--- src/rtl/chip_74163_test_ctrl.sv ---
// Chip-checker sequencer for a 74163 4-bit synchronous counter: drives a fixed
// 23-step vector sequence, clocks the part on Pin2 and checks Q/RCO each step.
module chip_74163_test_ctrl #(
  parameter int unsigned SETTLE_CYCLES = 2
) (
  input  logic       Clk,
  input  logic       Reset,
  input  logic       Run,
  output logic       Pin1,
  output logic       Pin2,
  output logic       Pin3,
  output logic       Pin4,
  output logic       Pin5,
  output logic       Pin6,
  output logic       Pin7,
  output logic       Pin9,
  output logic       Pin10,
  input  logic       Pin11,
  input  logic       Pin12,
  input  logic       Pin13,
  input  logic       Pin14,
  input  logic       Pin15,
  output logic       Done,
  output logic       RSLT,
  input  logic       DISP_RSLT,
  output logic [4:0] FailStep
);

  localparam int unsigned CW        = $clog2(SETTLE_CYCLES);
  localparam logic [4:0]  LAST_STEP = 5'd22;
  localparam logic [4:0]  NO_FAIL   = 5'd31;

  typedef enum logic [2:0] {
    S_IDLE, S_SETUP, S_CLK_HI, S_SETTLE, S_CHECK, S_DONE
  } state_t;

  // Control vector {CLR_n, LOAD_n, ENP, ENT, D[3:0]} for a step.
  function automatic logic [7:0] step_ctrl(input logic [4:0] s);
    case (s)
      5'd0:    step_ctrl = {4'b0111, 4'h0};
      5'd17:   step_ctrl = {4'b1011, 4'hA};
      5'd18:   step_ctrl = {4'b1101, 4'h0};
      5'd19:   step_ctrl = {4'b1110, 4'h0};
      5'd20:   step_ctrl = {4'b1001, 4'hF};
      5'd21:   step_ctrl = {4'b1110, 4'h0};
      5'd22:   step_ctrl = {4'b0011, 4'h5};
      default: step_ctrl = {4'b1111, 4'h0};
    endcase
  endfunction

  // Expected {Q[3:0], RCO} after the step's clock pulse.
  function automatic logic [4:0] step_exp(input logic [4:0] s);
    case (s)
      5'd17, 5'd18, 5'd19: step_exp = {4'hA, 1'b0};
      5'd20:               step_exp = {4'hF, 1'b1};
      5'd21:               step_exp = {4'hF, 1'b0};
      5'd22:               step_exp = {4'h0, 1'b0};
      default:             step_exp = {s[3:0], (s == 5'd15)};
    endcase
  endfunction

  state_t        state_q;
  logic [4:0]    step_q;
  logic [CW-1:0] cnt_q;
  logic          pass_q;
  logic [4:0]    sync1_q, sync2_q;

  logic [7:0]    nxt_ctrl;
  logic [4:0]    cur_exp;
  logic          last_cnt;
  logic          load_vec;
  logic          go_done;

  always_comb begin
    nxt_ctrl = step_ctrl((state_q == S_CHECK) ? step_q + 5'd1 : 5'd0);
    cur_exp  = step_exp(step_q);
    last_cnt = (cnt_q == CW'(SETTLE_CYCLES - 1));
    go_done  = (state_q == S_CHECK) && (step_q == LAST_STEP);
    load_vec = ((state_q == S_IDLE) && Run) ||
               ((state_q == S_CHECK) && (step_q != LAST_STEP));
  end

  always_ff @(posedge Clk) begin
    if (Reset) begin
      state_q  <= S_IDLE;
      step_q   <= '0;
      cnt_q    <= '0;
      pass_q   <= 1'b0;
      FailStep <= NO_FAIL;
      Done     <= 1'b0;
      sync1_q  <= '0;
      sync2_q  <= '0;
      {Pin1, Pin9, Pin7, Pin10} <= 4'b1100;
      {Pin6, Pin5, Pin4, Pin3}  <= 4'h0;
      Pin2     <= 1'b0;
    end else begin
      sync1_q <= {Pin11, Pin12, Pin13, Pin14, Pin15};
      sync2_q <= sync1_q;

      case (state_q)
        S_IDLE: if (Run) begin
          state_q  <= S_SETUP;
          step_q   <= '0;
          cnt_q    <= '0;
          pass_q   <= 1'b1;
          FailStep <= NO_FAIL;
        end
        S_SETUP: if (last_cnt) begin
          cnt_q   <= '0;
          state_q <= S_CLK_HI;
          Pin2    <= 1'b1;
        end else cnt_q <= cnt_q + CW'(1);
        S_CLK_HI: if (last_cnt) begin
          cnt_q   <= '0;
          state_q <= S_SETTLE;
          Pin2    <= 1'b0;
        end else cnt_q <= cnt_q + CW'(1);
        S_SETTLE: if (last_cnt) begin
          cnt_q   <= '0;
          state_q <= S_CHECK;
        end else cnt_q <= cnt_q + CW'(1);
        S_CHECK: begin
          if (sync2_q != cur_exp) begin
            pass_q <= 1'b0;
            if (FailStep == NO_FAIL) FailStep <= step_q;
          end
          if (step_q == LAST_STEP) begin
            state_q <= S_DONE;
            Done    <= 1'b1;
          end else begin
            step_q  <= step_q + 5'd1;
            state_q <= S_SETUP;
          end
        end
        S_DONE: if (!Run) begin
          state_q <= S_IDLE;
          Done    <= 1'b0;
        end
        default: state_q <= S_IDLE;
      endcase

      // Data/control pins only move on SETUP entry or when the run completes.
      if (load_vec) begin
        {Pin1, Pin9, Pin7, Pin10} <= nxt_ctrl[7:4];
        {Pin6, Pin5, Pin4, Pin3}  <= nxt_ctrl[3:0];
      end else if (go_done) begin
        {Pin1, Pin9, Pin7, Pin10} <= 4'b1100;
        {Pin6, Pin5, Pin4, Pin3}  <= 4'h0;
      end
    end
  end

  assign RSLT = DISP_RSLT & Done & pass_q;

endmodule

--- config.mk ---
export PLATFORM = sky130hd
export DESIGN_NAME = chip_74163_test_ctrl
export DESIGN_NICKNAME = d
export VERILOG_FILES = /design/src/rtl/chip_74163_test_ctrl.sv
export SDC_FILE = /design/constraint.sdc
export NUM_CORES = 1
export LEC_CHECK = 0
export CELL_PAD_IN_SITES_DETAIL_PLACEMENT = 0
export CELL_PAD_IN_SITES_GLOBAL_PLACEMENT = 2
export CORE_MARGIN = 2
export CORE_UTILIZATION = 29
export DETAILED_ROUTE_END_ITERATION = 10
export PLACE_DENSITY = 0.76
export SLEW_MARGIN = 15
export SYNTH_ARGS = -nofsm -noshare
export SYNTH_HDL_FRONTEND = slang
export SYNTH_SLANG_ARGS = --single-unit
--- constraint.sdc ---
create_clock -name Clk -period 2.87 [get_ports Clk]
set_clock_uncertainty 0.15 [all_clocks]
set_input_delay 0.574 -clock Clk [delete_from_list [all_inputs] [get_ports Clk]]
set_output_delay 0.574 -clock Clk [all_outputs]
set_load 0.1 [all_outputs]
==> results_dict.tcl, run 1 <==
set metrics [dict create \
    syn_inst 203 \
    grt_pass1_vias 1566 \
    clockPowerShare 0.310 \
    power_density_nw_per_um2 532.3 \
    synth-main-ff-cell "dfxtp_1" \
    hold_viol 0 \
    grt_pass1_wl_um 7396 \
    crit_path_end_kind "flop" \
    yosys-top-cells-area "dfxtp_1 38%, a21oi_1 5.2%, nor2b_1 4.0%, nor3_1 3.8%, ha_1 3.6%" \
    status "finished clean" \
    cts_tree "yes" \
    drt-total-wl_um 4325 \
    synth_most_common_cell "dfxtp_1" \
    cts_buffer_depth 2 \
    initial_utilization 0.2953 \
    ys_top_cells_by_count "33 x dfxtp_1, 18 x a21oi_1, 15 x nor2_1" \
    setup_violations 0 \
    slowest_stage "or3_1" \
    cell_internal_pwr_uw 748.7 \
    pwr-share-comb 0.236 \
    switching_share 0.3430 \
    vias_per_cell 5.075 \
    cts_max_level 2 \
    syn_nets 217 \
    drv_slew 0 \
    nets 246 \
    fin_crit_ns 2.651 \
    tightest_slew_ns 0.5314 \
    fp.dieW_um 81.19 \
    finalWeightedCongestion 0.8070 \
    ctsHoldBuffers 0 \
    antenna_found_initial 0 \
    grt_usage 0.1461 \
    cts.repair.resized 0 \
    numCtsBuffers 5 \
    pin_count 25 \
    grt_max_degree 26 \
    dpl_cell_area_um2 2049 \
    synth_cell_type_count 48 \
    cts.sinks 33 \
    core-area_um2 5851 \
    final_util 0.3659 \
    synth_edf_count 0 \
    fillers 620 \
    rows 28 \
    post_drt_wl_per_cell_um 14.04 \
    cpPeakStageDelay_ns 0.41 \
    start_kind "flop" \
    ys_seq_area_frac 0.3823 \
    max_slew_margin 0.6420 \
    ys_warn_count 0 \
    post_cts_buffers 0 \
    hold_class "flop to flop" \
    critical_path.cell_chain "buf_4 -> ha_1 -> or3_1 -> a22o_1 -> o211a_1 -> nor4_2 -> and3_1 -> o221a_4" \
    diodes 0 \
    avgSynthCellArea_um2 8.512 \
    clk_pin_slew_ns 0.08 \
    rsz0062_at_grt "no" \
    synth_largest_area_cell "dfxtp_1" \
    synth_top_area_share 0.3823 \
    grt_overflow 0 \
    path_class "flop to flop" \
    die_h_um 81.19 \
    worst_ep_required_time_ns 2.95 \
    synth.cell_area_um2 1728 \
    p_leak_uw 0.0008412 \
    finalCritPeriodShare 0.9237 \
    vdd_drop_max_v 0.0002684 \
    design_area_um2 2141 \
    antenna_left 0 \
    cap_violations 0 \
    insertion_delay_ns 0.28 \
    synthArstFlopShare 0 \
    drc 0 \
    dieArea_um2 6592 \
    cts_root_buffer "clkbuf_8" \
    fmax_mhz 377.2 \
    power.switching_uw 390.9 \
    drtIter0Drc 87 \
    seqPwrFrac 0.454 \
    syn2layout_area_growth_pct 23.90 \
    hpwl_um 3138 \
    drive_above_1_share 0.1803 \
    first_pass_iters 5 \
    crit_path_max_fanout 6 \
    tns_ns 0 \
    synth-seq-cells 33 \
    numPortBuffers 24 \
    cp.arrival_ns 2.73 \
    num_vias 1563 \
]
==> power groups by stage <==
stage / logic [µW] / clock network, µW / registers (µW)
2_1_floorplan: 112 / 0 / 608
3_3_place_gp: 271 / 0 / 529
3_5_place_dp: 271 / 0 / 528
4_1_cts: 272 / 368 / 518
5_1_grt: 291 / 393 / 522
6_report: 269 / 353 / 518
==> through the flow <==
step | hold slack, ns | worst slack [ns] | cells | total power (µW)
finish | 0.2897 | 0.2189 | 308 | 1140
global route | 0.3185 | 0.03882 | 308 | 1206
CTS | 0.2922 | 0.2075 | 308 | 1158
detailed placement | 0.2814 | 0.2400 | 300 | 799.2
global placement | 0.2726 | 0.2312 | 300 | 799.4
floorplan | 0.2638 | 0.08893 | 203 | 719.5
==> worst max-delay path: cells and delay by family, from the launching register on <==
family / cells / cell delay [ns]
and+or+nand+nor: 3 / 1.02
buffers and inverters: 1 / 0.16
adders and majority gates: 1 / 0.28
AOI/OAI and AO/OA: 3 / 0.66
DFF: 1 / 0.32
==> registers in the layout, summed over array words and instances, names as in the netlist <==
name,cells
FailStep,5
step_q,5
sync1_q,5
sync2_q,5
state_q,3
Done,1
Pin1,1
Pin10,1
Pin2,1
Pin3,1
Pin4,1
Pin7,1
Pin9,1
cnt_q,1
pass_q,1
==> cell usage in the layout, fill, tap and decap left out, types with 3 or more instances in the layout <==
cell type	netlist	final
a21oi_1	18	18
and3_1	3	3
buf_4	3	27
clkbuf_8	0	5
clkdlybuf4s50_1	0	8
clkinvlp_4	0	3
dfxtp_1	33	33
ha_1	5	5
inv_1	7	7
nand2_1	11	11
nand3_1	4	4
nand4_1	4	4
nor2_1	15	15
nor2b_1	11	11
nor3_1	13	13
nor3b_1	3	3
o211ai_1	4	4
o21ai_0	12	12
o32a_1	5	5
or2_2	3	3
or3_1	4	4
xnor2_1	4	4
==> final timing paths <==
kind / startpoint / end / slack (ns) / depth (start not counted)
min reg2reg: sync1_q[3] / sync2_q[3] / 0.29 / 1
max: step_q[0] / pass_q / 0.22 / 8
min: sync1_q[3] / sync2_q[3] / 0.29 / 1
max reg2reg: step_q[0] / pass_q / 0.22 / 8
==> final cells by class <==
cell class / instances / area, µm² / area share
clock buffer: 5 / 68.82 / 0.03214
sequential: 33 / 660.6 / 0.3086
tap: 75 / 93.84 / 0.04383
timing repair buffer: 36 / 302.8 / 0.1414
inverter: 7 / 26.28 / 0.01227
clock inverter: 3 / 22.52 / 0.01052
multi-input combinational: 149 / 965.9 / 0.4512
==> layer usage <==
metal | GRT usage | vias up | wire [µm]
met1 | 0.1893 | 738 | 2229
li1 | - | 796 | -
met3 | 0.03000 | 6 | 86
met4 | 0.05085 | 0 | 61
met2 | 0.2405 | 23 | 1948
met5 | 0 | - | 0
==> cell families after synthesis <==
kind of cell             count (synthesis)  share of synthesized area
adder cells (fa/ha/maj)                  5                    0.03621
XOR/XNOR                                 6                    0.03041
buffers and inverters                   21                    0.05865
AND/OR/NAND/NOR                         84                     0.2788
multiplexers                             1                   0.005793
flip-flops                              33                     0.3823
AO/OA/AOI/OAI                           53                     0.2078
No activity file was read; power rests on OpenSTA's default activity.
==> inputs of run 2 (changes only) <==
--- a/config.mk
+++ b/config.mk
@@ -11,7 +11,7 @@
 export CORE_UTILIZATION = 29
 export DETAILED_ROUTE_END_ITERATION = 10
 export PLACE_DENSITY = 0.76
-export SLEW_MARGIN = 15
+export SLEW_MARGIN = 20
 export SYNTH_ARGS = -nofsm -noshare
 export SYNTH_HDL_FRONTEND = slang
 export SYNTH_SLANG_ARGS = --single-unit
==> results of run 2 <==
Final layout, timing and power as in run 1 (identical DEF).
